--- config.mk ---
export PLATFORM = sky130hd
export DESIGN_NAME = pipe_regfile_flat
export DESIGN_NICKNAME = d
export VERILOG_FILES = /design/src/rtl/pipe_regfile_pkg.sv /design/src/rtl/pipe_regfile_if.sv /design/src/rtl/pipe_regfile_scoreboard.sv /design/src/rtl/pipe_regfile.sv /design/src/flat_wrapper.sv
export SDC_FILE = /design/constraint.sdc
export NUM_CORES = 1
export LEC_CHECK = 0
export ABC_AREA = 1
export CAP_MARGIN = 20
export CORE_ASPECT_RATIO = 0.9
export CORE_MARGIN = 2
export CORE_UTILIZATION = 35
export DETAILED_ROUTE_END_ITERATION = 10
export SETUP_SLACK_MARGIN = 0.02
export SLEW_MARGIN = 20
export SYNTH_ARGS = -nofsm -noshare
export SYNTH_HDL_FRONTEND = slang
export SYNTH_HIERARCHICAL = 1
export SYNTH_SLANG_ARGS = --single-unit
--- constraint.sdc ---
create_clock -name clk -period 1.19 [get_ports clk]
set_clock_uncertainty 0.15 [all_clocks]
set_input_delay 0.238 -clock clk [delete_from_list [all_inputs] [get_ports clk]]
set_output_delay 0.238 -clock clk [all_outputs]
set_load 0.02 [all_outputs]
--- src/rtl/pipe_regfile_pkg.sv ---
// Shared types and default configuration for the pipelined register file.
package pipe_regfile_pkg;

    localparam int DATA_W_DEF   = 32;
    localparam int ADDR_W_DEF   = 4;
    localparam int PC_IDX_DEF   = 15;
    localparam int RESET_PC_DEF = 0;

    typedef logic [ADDR_W_DEF-1:0] reg_addr_t;
    typedef logic [DATA_W_DEF-1:0] reg_data_t;

endpackage

--- src/rtl/pipe_regfile_if.sv ---
// Bus between decode/writeback (master) and the register file (slave).
interface pipe_regfile_if
    import pipe_regfile_pkg::*;
#(
    parameter int DATA_W = DATA_W_DEF,
    parameter int ADDR_W = ADDR_W_DEF
);

    // Writeback port
    logic              we;
    logic [ADDR_W-1:0] wa;
    logic [DATA_W-1:0] wd;
    // Decode read ports
    logic              re;
    logic [ADDR_W-1:0] ra1;
    logic [ADDR_W-1:0] ra2;
    logic [DATA_W-1:0] rd1;
    logic [DATA_W-1:0] rd2;
    logic              rd_valid;
    // Program counter
    logic              pc_ld;
    logic [DATA_W-1:0] pc_in;
    logic [DATA_W-1:0] pc_out;
    logic              pc_redirect;
    // Issue reservations and hazard lookups
    logic              rsv_en;
    logic [ADDR_W-1:0] rsv_addr;
    logic              hazard1;
    logic              hazard2;

    modport master (
        output we, wa, wd, re, ra1, ra2, pc_ld, pc_in, rsv_en, rsv_addr,
        input  rd1, rd2, rd_valid, pc_out, pc_redirect, hazard1, hazard2
    );

    modport slave (
        input  we, wa, wd, re, ra1, ra2, pc_ld, pc_in, rsv_en, rsv_addr,
        output rd1, rd2, rd_valid, pc_out, pc_redirect, hazard1, hazard2
    );

endinterface

--- src/rtl/pipe_regfile_scoreboard.sv ---
// Per-register busy vector: issue reserves a destination, writeback frees it.
// With REGFILE_WR_BYPASS_EN defined, a same-cycle write to a read address
// masks that read's hazard, since the data is being forwarded.
module pipe_regfile_scoreboard
    import pipe_regfile_pkg::*;
#(
    parameter int ADDR_W = ADDR_W_DEF,
    parameter int PC_IDX = PC_IDX_DEF
) (
    input  logic              clk,
    input  logic              rst_n,
    input  logic              rsv_en,
    input  logic [ADDR_W-1:0] rsv_addr,
    input  logic              we,
    input  logic [ADDR_W-1:0] wa,
    input  logic [ADDR_W-1:0] ra1,
    input  logic [ADDR_W-1:0] ra2,
    output logic              hazard1,
    output logic              hazard2
);

    localparam int                DEPTH   = 2 ** ADDR_W;
    localparam logic [ADDR_W-1:0] PC_ADDR = ADDR_W'(PC_IDX);

    logic [DEPTH-1:0] busy_q;
    logic [DEPTH-1:0] busy_d;

    // Next busy vector: clear on writeback, then set on reservation so set wins.
    always_comb begin
        // NOTE: default first so every path assigns busy_d and no latch is inferred.
        busy_d = busy_q;
        if (we) begin
            busy_d[wa] = 1'b0;
        end
        if (rsv_en && (rsv_addr != PC_ADDR)) begin
            busy_d[rsv_addr] = 1'b1;
        end
    end

    // Busy vector register.
    always_ff @(posedge clk or negedge rst_n) begin
        if (!rst_n) begin
            busy_q <= '0;
        end else begin
            // NOTE: non-blocking so every flop samples pre-edge values together.
            busy_q <= busy_d;
        end
    end

`ifdef REGFILE_WR_BYPASS_EN
    assign hazard1 = busy_q[ra1] && !(we && (wa == ra1));
    assign hazard2 = busy_q[ra2] && !(we && (wa == ra2));
`else
    assign hazard1 = busy_q[ra1];
    assign hazard2 = busy_q[ra2];
`endif

endmodule

--- src/rtl/pipe_regfile.sv ---
// Pipelined register file: one write port, two registered read ports, a
// dedicated PC entry with redirect pulse, and a busy scoreboard.
// Optional macro REGFILE_WR_BYPASS_EN forwards same-cycle write data to reads.
module pipe_regfile
    import pipe_regfile_pkg::*;
#(
    parameter int                DATA_W   = DATA_W_DEF,
    parameter int                ADDR_W   = ADDR_W_DEF,
    parameter int                PC_IDX   = PC_IDX_DEF,
    parameter logic [DATA_W-1:0] RESET_PC = DATA_W'(RESET_PC_DEF)
) (
    input  logic           clk,
    input  logic           rst_n,
    pipe_regfile_if.slave  bus
);

    localparam int                DEPTH   = 2 ** ADDR_W;
    localparam logic [ADDR_W-1:0] PC_ADDR = ADDR_W'(PC_IDX);

    if (PC_IDX < 0 || PC_IDX >= DEPTH) begin : g_bad_pc_idx
        $error("pipe_regfile: PC_IDX %0d outside 0..%0d", PC_IDX, DEPTH - 1);
    end

    logic [DATA_W-1:0] regs_q [DEPTH];
    logic [DATA_W-1:0] pc_q, pc_d;
    logic [DATA_W-1:0] rd1_q, rd1_d;
    logic [DATA_W-1:0] rd2_q, rd2_d;
    logic              rd_valid_q, rd_valid_d;
    logic              redirect_q, redirect_d;

    logic              wr_pc;
    logic              wr_gen;
    logic [DATA_W-1:0] src1, src2;
    logic [DATA_W-1:0] fwd1, fwd2;

    assign wr_pc  = bus.we && (bus.wa == PC_ADDR);
    assign wr_gen = bus.we && (bus.wa != PC_ADDR);

    // The PC slot of regs_q is never written; the PC lives in pc_q.
    assign src1 = (bus.ra1 == PC_ADDR) ? pc_q : regs_q[bus.ra1];
    assign src2 = (bus.ra2 == PC_ADDR) ? pc_q : regs_q[bus.ra2];

`ifdef REGFILE_WR_BYPASS_EN
    assign fwd1 = (bus.we && (bus.wa == bus.ra1)) ? bus.wd : src1;
    assign fwd2 = (bus.we && (bus.wa == bus.ra2)) ? bus.wd : src2;
`else
    assign fwd1 = src1;
    assign fwd2 = src2;
`endif

    // Next-state for PC (write port beats pc_ld), read data and status flags.
    always_comb begin
        pc_d       = pc_q;
        rd1_d      = rd1_q;
        rd2_d      = rd2_q;
        rd_valid_d = bus.re;
        redirect_d = wr_pc;
        if (wr_pc) begin
            pc_d = bus.wd;
        end else if (bus.pc_ld) begin
            pc_d = bus.pc_in;
        end
        if (bus.re) begin
            rd1_d = fwd1;
            rd2_d = fwd2;
        end
    end

    // General register storage.
    always_ff @(posedge clk or negedge rst_n) begin
        if (!rst_n) begin
            // NOTE: the array is reset because software expects every register
            // to read 0 after reset; this keeps it in flops rather than a RAM.
            for (int i = 0; i < DEPTH; i++) begin
                regs_q[i] <= '0;
            end
        end else if (wr_gen) begin
            regs_q[bus.wa] <= bus.wd;
        end
    end

    // PC entry, read data and status flags.
    always_ff @(posedge clk or negedge rst_n) begin
        if (!rst_n) begin
            pc_q       <= RESET_PC;
            rd1_q      <= '0;
            rd2_q      <= '0;
            rd_valid_q <= 1'b0;
            redirect_q <= 1'b0;
        end else begin
            pc_q       <= pc_d;
            rd1_q      <= rd1_d;
            rd2_q      <= rd2_d;
            rd_valid_q <= rd_valid_d;
            redirect_q <= redirect_d;
        end
    end

    assign bus.rd1         = rd1_q;
    assign bus.rd2         = rd2_q;
    assign bus.rd_valid    = rd_valid_q;
    assign bus.pc_out      = pc_q;
    assign bus.pc_redirect = redirect_q;

    pipe_regfile_scoreboard #(
        .ADDR_W (ADDR_W),
        .PC_IDX (PC_IDX)
    ) u_scoreboard (
        .clk      (clk),
        .rst_n    (rst_n),
        .rsv_en   (bus.rsv_en),
        .rsv_addr (bus.rsv_addr),
        .we       (bus.we),
        .wa       (bus.wa),
        .ra1      (bus.ra1),
        .ra2      (bus.ra2),
        .hazard1  (bus.hazard1),
        .hazard2  (bus.hazard2)
    );

endmodule

--- src/flat_wrapper.sv ---
// flat-port wrapper written by rule: the top's interface ports become plain ports
module pipe_regfile_flat import pipe_regfile_pkg::*;
#(
    parameter int                DATA_W   = DATA_W_DEF,
    parameter int                ADDR_W   = ADDR_W_DEF,
    parameter int                PC_IDX   = PC_IDX_DEF,
    parameter logic [DATA_W-1:0] RESET_PC = DATA_W'(RESET_PC_DEF)
)
  (clk, rst_n, bus_we, bus_wa, bus_wd, bus_re, bus_ra1, bus_ra2, bus_pc_ld, bus_pc_in, bus_rsv_en, bus_rsv_addr, bus_rd1, bus_rd2, bus_rd_valid, bus_pc_out, bus_pc_redirect, bus_hazard1, bus_hazard2);
  pipe_regfile_if #(.DATA_W(DATA_W), .ADDR_W(ADDR_W)) bus_i ();
  input  logic clk;
  input  logic rst_n;
  input wire logic [$bits(bus_i.we)-1:0] bus_we;
  input wire logic [$bits(bus_i.wa)-1:0] bus_wa;
  input wire logic [$bits(bus_i.wd)-1:0] bus_wd;
  input wire logic [$bits(bus_i.re)-1:0] bus_re;
  input wire logic [$bits(bus_i.ra1)-1:0] bus_ra1;
  input wire logic [$bits(bus_i.ra2)-1:0] bus_ra2;
  input wire logic [$bits(bus_i.pc_ld)-1:0] bus_pc_ld;
  input wire logic [$bits(bus_i.pc_in)-1:0] bus_pc_in;
  input wire logic [$bits(bus_i.rsv_en)-1:0] bus_rsv_en;
  input wire logic [$bits(bus_i.rsv_addr)-1:0] bus_rsv_addr;
  output wire logic [$bits(bus_i.rd1)-1:0] bus_rd1;
  output wire logic [$bits(bus_i.rd2)-1:0] bus_rd2;
  output wire logic [$bits(bus_i.rd_valid)-1:0] bus_rd_valid;
  output wire logic [$bits(bus_i.pc_out)-1:0] bus_pc_out;
  output wire logic [$bits(bus_i.pc_redirect)-1:0] bus_pc_redirect;
  output wire logic [$bits(bus_i.hazard1)-1:0] bus_hazard1;
  output wire logic [$bits(bus_i.hazard2)-1:0] bus_hazard2;
  assign bus_i.we = bus_we;
  assign bus_i.wa = bus_wa;
  assign bus_i.wd = bus_wd;
  assign bus_i.re = bus_re;
  assign bus_i.ra1 = bus_ra1;
  assign bus_i.ra2 = bus_ra2;
  assign bus_i.pc_ld = bus_pc_ld;
  assign bus_i.pc_in = bus_pc_in;
  assign bus_i.rsv_en = bus_rsv_en;
  assign bus_i.rsv_addr = bus_rsv_addr;
  assign bus_rd1 = bus_i.rd1;
  assign bus_rd2 = bus_i.rd2;
  assign bus_rd_valid = bus_i.rd_valid;
  assign bus_pc_out = bus_i.pc_out;
  assign bus_pc_redirect = bus_i.pc_redirect;
  assign bus_hazard1 = bus_i.hazard1;
  assign bus_hazard2 = bus_i.hazard2;
  pipe_regfile #(.DATA_W(DATA_W), .ADDR_W(ADDR_W), .PC_IDX(PC_IDX), .RESET_PC(RESET_PC)) u_core (.clk(clk), .rst_n(rst_n), .bus(bus_i));
endmodule
==> impl_metrics.ini, run 1 <==
[status]
status = complete, but fails checks
violations = hold timing, setup timing

[drt]
vias_per_cell = 5.25
via_count = 35100
drc = 0
drtPass1Iterations = 6
drt-initial-drc-count = 3976
drt.antenna.violating_nets = 0
routed_wl_microns = 135000
route.detailed.wl_per_inst_microns = 20.1

[cells_and_area]
nets = 5477
drive_gt1_frac = 0.240
syn_to_final_growth_pct = 37.7

[timing]
setup_tns_ns = -41.87
worst_slack_ns = -0.777
slew_headroom = 0.626
fin_crit_ns = 1.97
hold_slack_ns = -0.00835
hold_viol = 4
fmax_mhz = 509
tightestPinTransition_ns = 0.561
finalCritPeriodShare = 1.65
rsz0062_at_grt = true
final_max_slew_viol_count = 0
setup_violations = 166

[synth]
synth_edf_count = 0
synth_top_area_frac = 0.451
synth_commonest_cells = 1885 x nand2_1, 738 x nand3_1, 594 x dfrtp_1
syn_area_sq_um = 33000
synthDistinctLibCells = 23
synth.most_common_cell = nand2_1
synthFlopType = dfrtp_1
netlist_top_cells_area = dfrtp_1 45%, nand2_1 21%, nand3_1 11%
ys_ff_latch = 594
synth_warnings = 6
postSynthCellCount = 4852
synth.largest_area_cell = dfrtp_1
yosysSeqAreaShare = 0.451
async_reset_ff_frac = 1.00
syn_nets = 4938
avgSynthCellArea_sq_um = 6.80

[global_routing]
antenna_found_initial = 1
gr-total-overflow = 0
grt_max_degree = 50
grt_pass1_vias = 32800
track_usage = 0.268
grt_pass1_wl_microns = 200000

[clock_network]
clk_path_buf_depth = 3
clk_latency_ns = 0.63
cts.htree.levels = 3
clk_pin_slew_ns = 0.06
cts_num_sinks = 594
clockRootBuffer = clkbuf_16
cts_made_buffers = 71
cts_tree = yes

[die]
die_w_microns = 328
core_sq_um = 93100
top_level_ports = 186
fp-row-count = 106
die_area_sq_um = 96700
start_util = 0.354
die_h_microns = 295

[worst_setup_path]
arrival_ns = 1.58
endpoint_kind = primary output
start_kind = flip-flop
worstSetupPathType = flip-flop to primary output
required_ns = 0.80
worst-path-max-fanout = 2

[power]
leakage_nw = 23.3
power_density_nw_per_um2 = 1540
ir_drop_v = 0.00102

[hold_path]
holdCritPathClass = input pin to async pin

[place]
pre_cts_slack_ns = -1.10
place.gp.congestion = 0.908
place_hpwl_microns = 86400
port_buffers = 185

[job]
cap_violations = 0
sequential cells by signal, indices dropped and copies added, names as in the netlist:
| signal | flops |
|---|---|
| u_core/bus.rd_valid | 1 |
| u_core/bus.pc_redirect | 1 |
| u_core/u_scoreboard/busy_q | 16 |
| u_core/regs_q | 480 |
| u_core/bus.pc_out | 32 |
| u_core/bus.rd1 | 32 |
| u_core/bus.rd2 | 32 |
worst max-delay path, cell delays in order (launching register included):
cell and delay (ns):
dfrtp_1 0.39, inv_2 0.07, nand2_1 0.06, nand3_1 0.09
nand3_1 0.08, nand3_1 0.07, nand2_1 0.06, buf_6 0.13
placed cells by master, fill, tap and decap left out, types with 104 or more instances in the layout:
master / instances
o21ai_1: 141
buf_12: 137
buf_6: 113
nand2_2: 104
nand3_1: 624
nand2_1: 1774
nand3_2: 114
inv_2: 168
inv_1: 381
dfrtp_1: 578
o21ai_0: 382
buf_4: 458
path summary, 6_finish.rpt:
check / from / to / slack (ns) / cells past startpoint
worst max register to register: u_core/regs_q[73] / u_core/bus.rd1[9] / -0.13 / 8
worst min register to register: u_core/regs_q[344] / u_core/regs_q[344] / 0.33 / 2
min in group clk: bus_wa[1] / u_core/u_scoreboard/busy_q[12] / 0.01 / 4
worst max-delay path: u_core/u_scoreboard/busy_q[8] / bus_hazard1 / -0.78 / 7
worst min-delay path: rst_n / u_core/regs_q[440] / -0.008 / 3
max in group asynchronous: rst_n / u_core/regs_q[313] / -0.03 / 4
cell type report:
| cell class | instances | area [sq um] |
|---|---|---|
| fillers | 9061 | 47700 |
| multi-input cells | 3348 | 15600 |
| flip-flops and latches | 594 | 14900 |
| repair buffers | 815 | 8780 |
| clock buffers | 112 | 2270 |
| inverters | 561 | 2150 |
| well taps | 1242 | 1550 |
| clock inverters | 17 | 210 |
| diodes | 1 | 2.50 |
per-stage QoR:
step	total power, mW	util	cell area (sq um)	instances
5_1_grt	73.5	0.488	45400	6689
3_5_place_dp	44.2	0.434	40400	6418
3_3_place_gp	43.9	0.434	40400	6418
2_1_floorplan	36.4	-	33900	4852
4_1_cts	68.7	0.474	44100	6617
6_report	69.9	0.488	45400	6690
metal layers:
layer / global-route usage / part of all wire
met1: 0.382 / 0.43
met2: 0.405 / 0.43
met3: 0.0465 / 0.093
met4: 0.0977 / 0.042
met5: 0.00543 / 0.00035
cells by family after synthesis:
| kind of cell | after synthesis | share of synthesized area |
|---|---|---|
| AOI/OAI and AO/OA | 667 | 0.105 |
| buffers and inverters | 910 | 0.109 |
| DFF | 594 | 0.451 |
| and+or+nand+nor | 2681 | 0.335 |
power breakdown:
group	internal (mW)	switching, mW
sequential	24.3	2.65
combinational	8.79	11.0
clock	14.0	9.19
timing repair:
item                       in CTS  in global routing
hold endpoints to repair      595                 17
resized for setup             845                257
hold buffers                    6                  2
gates cloned                    6                  7
buffers inserted               59                 64
pin swaps                     164                147
setup endpoints to repair     677                341
(Power assumes the default switching activity.)
==> run 2, diff against run 1 <==
CELL_PAD_IN_SITES_DETAIL_PLACEMENT = 1   (was unset)
CELL_PAD_IN_SITES_GLOBAL_PLACEMENT = 1   (was unset)
PLACE_DENSITY_LB_ADDON = 0.1   (was unset)
==> run 2 against run 1 <==
  * Largest power group unchanged
  * Fmax fell by 4.2%
  * Count of clock-buffer cells in the layout shrank 8
  * Sequential power about the same
  * Highest routed layer unchanged
  * Clock power is 4% higher
  * Combinational power is 7% higher
  * The run still ends with hold timing, setup timing left
==> impl_metrics.ini, run 2 (same netlist as run 1, synthesis figures left out) <==
[place]
place_hpwl_microns = 98200
place.gp.congestion = 0.847
port_buffers = 185

[power]
p_int_mw = 48.3
pwr-share-comb = 0.292
power_frac_clock = 0.335
ir_drop_v = 0.000899
sw_frac_of_total = 0.330
p_switching_mw = 23.8
leakage_nw = 23.8
seqPwrFrac = 0.373
power_density_nw_per_um2 = 1550

[drt]
route.detailed.wl_per_inst_microns = 22.3
drt.antenna.violating_nets = 0
drt-initial-drc-count = 2853
drc = 0
vias_per_cell = 5.28
via_count = 35800
drtPass1Iterations = 5
routed_wl_microns = 151000

[clock_network]
clk_pin_slew_ns = 0.06
cts_made_buffers = 72
clk_path_buf_depth = 3
clockRootBuffer = clkbuf_16
clk_latency_ns = 0.64
cts.htree.levels = 3
cts_num_sinks = 594
cts_tree = yes

[worst_setup_path]
required_ns = 0.80
endpoint_kind = primary output
worst-path-max-fanout = 2
arrival_ns = 1.67
worstSetupPathType = flip-flop to primary output
start_kind = flip-flop

[job]
cap_violations = 0

[global_routing]
grt_max_degree = 58
grt_pass1_vias = 36200
grt_pass1_wl_microns = 225000
gr-total-overflow = 0
antenna_found_initial = 1
track_usage = 0.304

[timing]
final_max_slew_viol_count = 0
slew_headroom = 0.641
rsz0062_at_grt = true
hold_slack_ns = -0.0518
worst_slack_ns = -0.863
tightestPinTransition_ns = 0.537
setup_tns_ns = -42.73
fmax_mhz = 487
finalCritPeriodShare = 1.73
setup_violations = 164
fin_crit_ns = 2.05
hold_viol = 4

[cells_and_area]
drive_gt1_frac = 0.265
largest_reg_flops = 480
nets = 5562
nFillCells = 11500
syn_to_final_growth_pct = 41.1
layout_commonest_cell = nand2_1
final_cell_mix = 1739 x nand2_1, 619 x nand3_1, 584 x dfrtp_1
top_register = u_core/regs_q

[die]
die_w_microns = 328
die_h_microns = 295
core_sq_um = 93100
start_util = 0.354
die_area_sq_um = 96700
top_level_ports = 186
fp-row-count = 106

[hold_path]
holdCritPathClass = input pin to flip-flop

[status]
status = complete, but fails checks
violations = hold timing, setup timing
run 2: cell types whose count changed in the layout (fill, tap and decap cells not counted), moves of 6 or more:
cell	before	now
buf_12	137	161
buf_4	458	515
buf_6	113	123
bufinv_16	4	10
clkbuf_8	27	17
dfrtp_1	578	584
dfrtp_2	16	10
inv_1	381	351
inv_2	168	198
nand2_1	1774	1739
nand2_2	104	135
o21ai_1	141	129
o21ai_2	13	23
run 2: power by group through the flow:
stage               clock network [mW]  registers [mW]  logic (mW)
global placement                     0            26.7        17.8
global route                      25.3            27.3        23.4
CTS                               24.6            26.7        19.6
detailed placement                   0            26.8        18.3
finish                            24.1            26.9        21.1
floorplan                            0            26.7        9.69
run 2: repair_timing:
| action | in CTS | in global routing |
|---|---|---|
| resized for setup | 874 | 316 |
| endpoints found under the hold margin | 596 | 0 |
| buffers inserted | 64 | 88 |
| cloned | 8 | 5 |
| pin swaps | 180 | 201 |
| endpoints found under the setup margin | 676 | 372 |
| hold buffers | 4 | 0 |
run 2: worst max-delay path, stage by stage, from the launching register on:
cell and delay (ns):
dfrtp_1 0.38, inv_2 0.05, buf_4 0.12, nand2_2 0.05, nand3_2 0.08, nand3_2 0.08
nand3_2 0.07, nand2_2 0.08, buf_6 0.12
run 2: final cells by class:
class	count	area (sq um)	area share
multi-input cells	3348	15700	0.338
flip-flops and latches	594	14900	0.320
repair buffers	899	9670	0.208
inverters	561	2160	0.0464
clock buffers	104	2140	0.0459
well taps	1242	1550	0.0334
clock inverters	25	389	0.00836
diodes	1	2.50	0.0000538
run 2: per-stage QoR:
step | instance area [sq um] | total power, mW | cells | worst slack [ns] | util
finish | 46500 | 72.1 | 6774 | -0.863 | 0.500
global route | 46500 | 76.0 | 6773 | -0.962 | 0.500
CTS | 45000 | 70.9 | 6681 | -0.946 | 0.483
detailed placement | 41100 | 45.1 | 6478 | -1.02 | 0.442
floorplan | 33900 | 36.4 | 4852 | -0.173 | -
global placement | 41100 | 44.5 | 6478 | -0.972 | 0.442
run 2: per-layer routing:
layer  GRT usage  up-vias  part of all wire
li1            -    16600                 -
met1       0.429    18000              0.46
met2       0.491     1007              0.46
met3      0.0376      227             0.054
met4      0.0825        2             0.028
met5           0        -          0.000073
run 2: path summary, 6_finish.rpt:
check                      slack (ns)                            end  depth (start not counted)                     startpoint
max                             -0.86                    bus_hazard2                          8  u_core/u_scoreboard/busy_q[2]
min                             -0.05  u_core/u_scoreboard/busy_q[9]                          4                      bus_wa[0]
max reg2reg                     -0.16             u_core/bus.rd1[14]                          8              u_core/regs_q[78]
min reg2reg                      0.33             u_core/regs_q[486]                          2             u_core/regs_q[486]
max in group asynchronous        0.13              u_core/bus.rd1[9]                          3                          rst_n
min in group asynchronous        0.11             u_core/regs_q[302]                          3                          rst_n
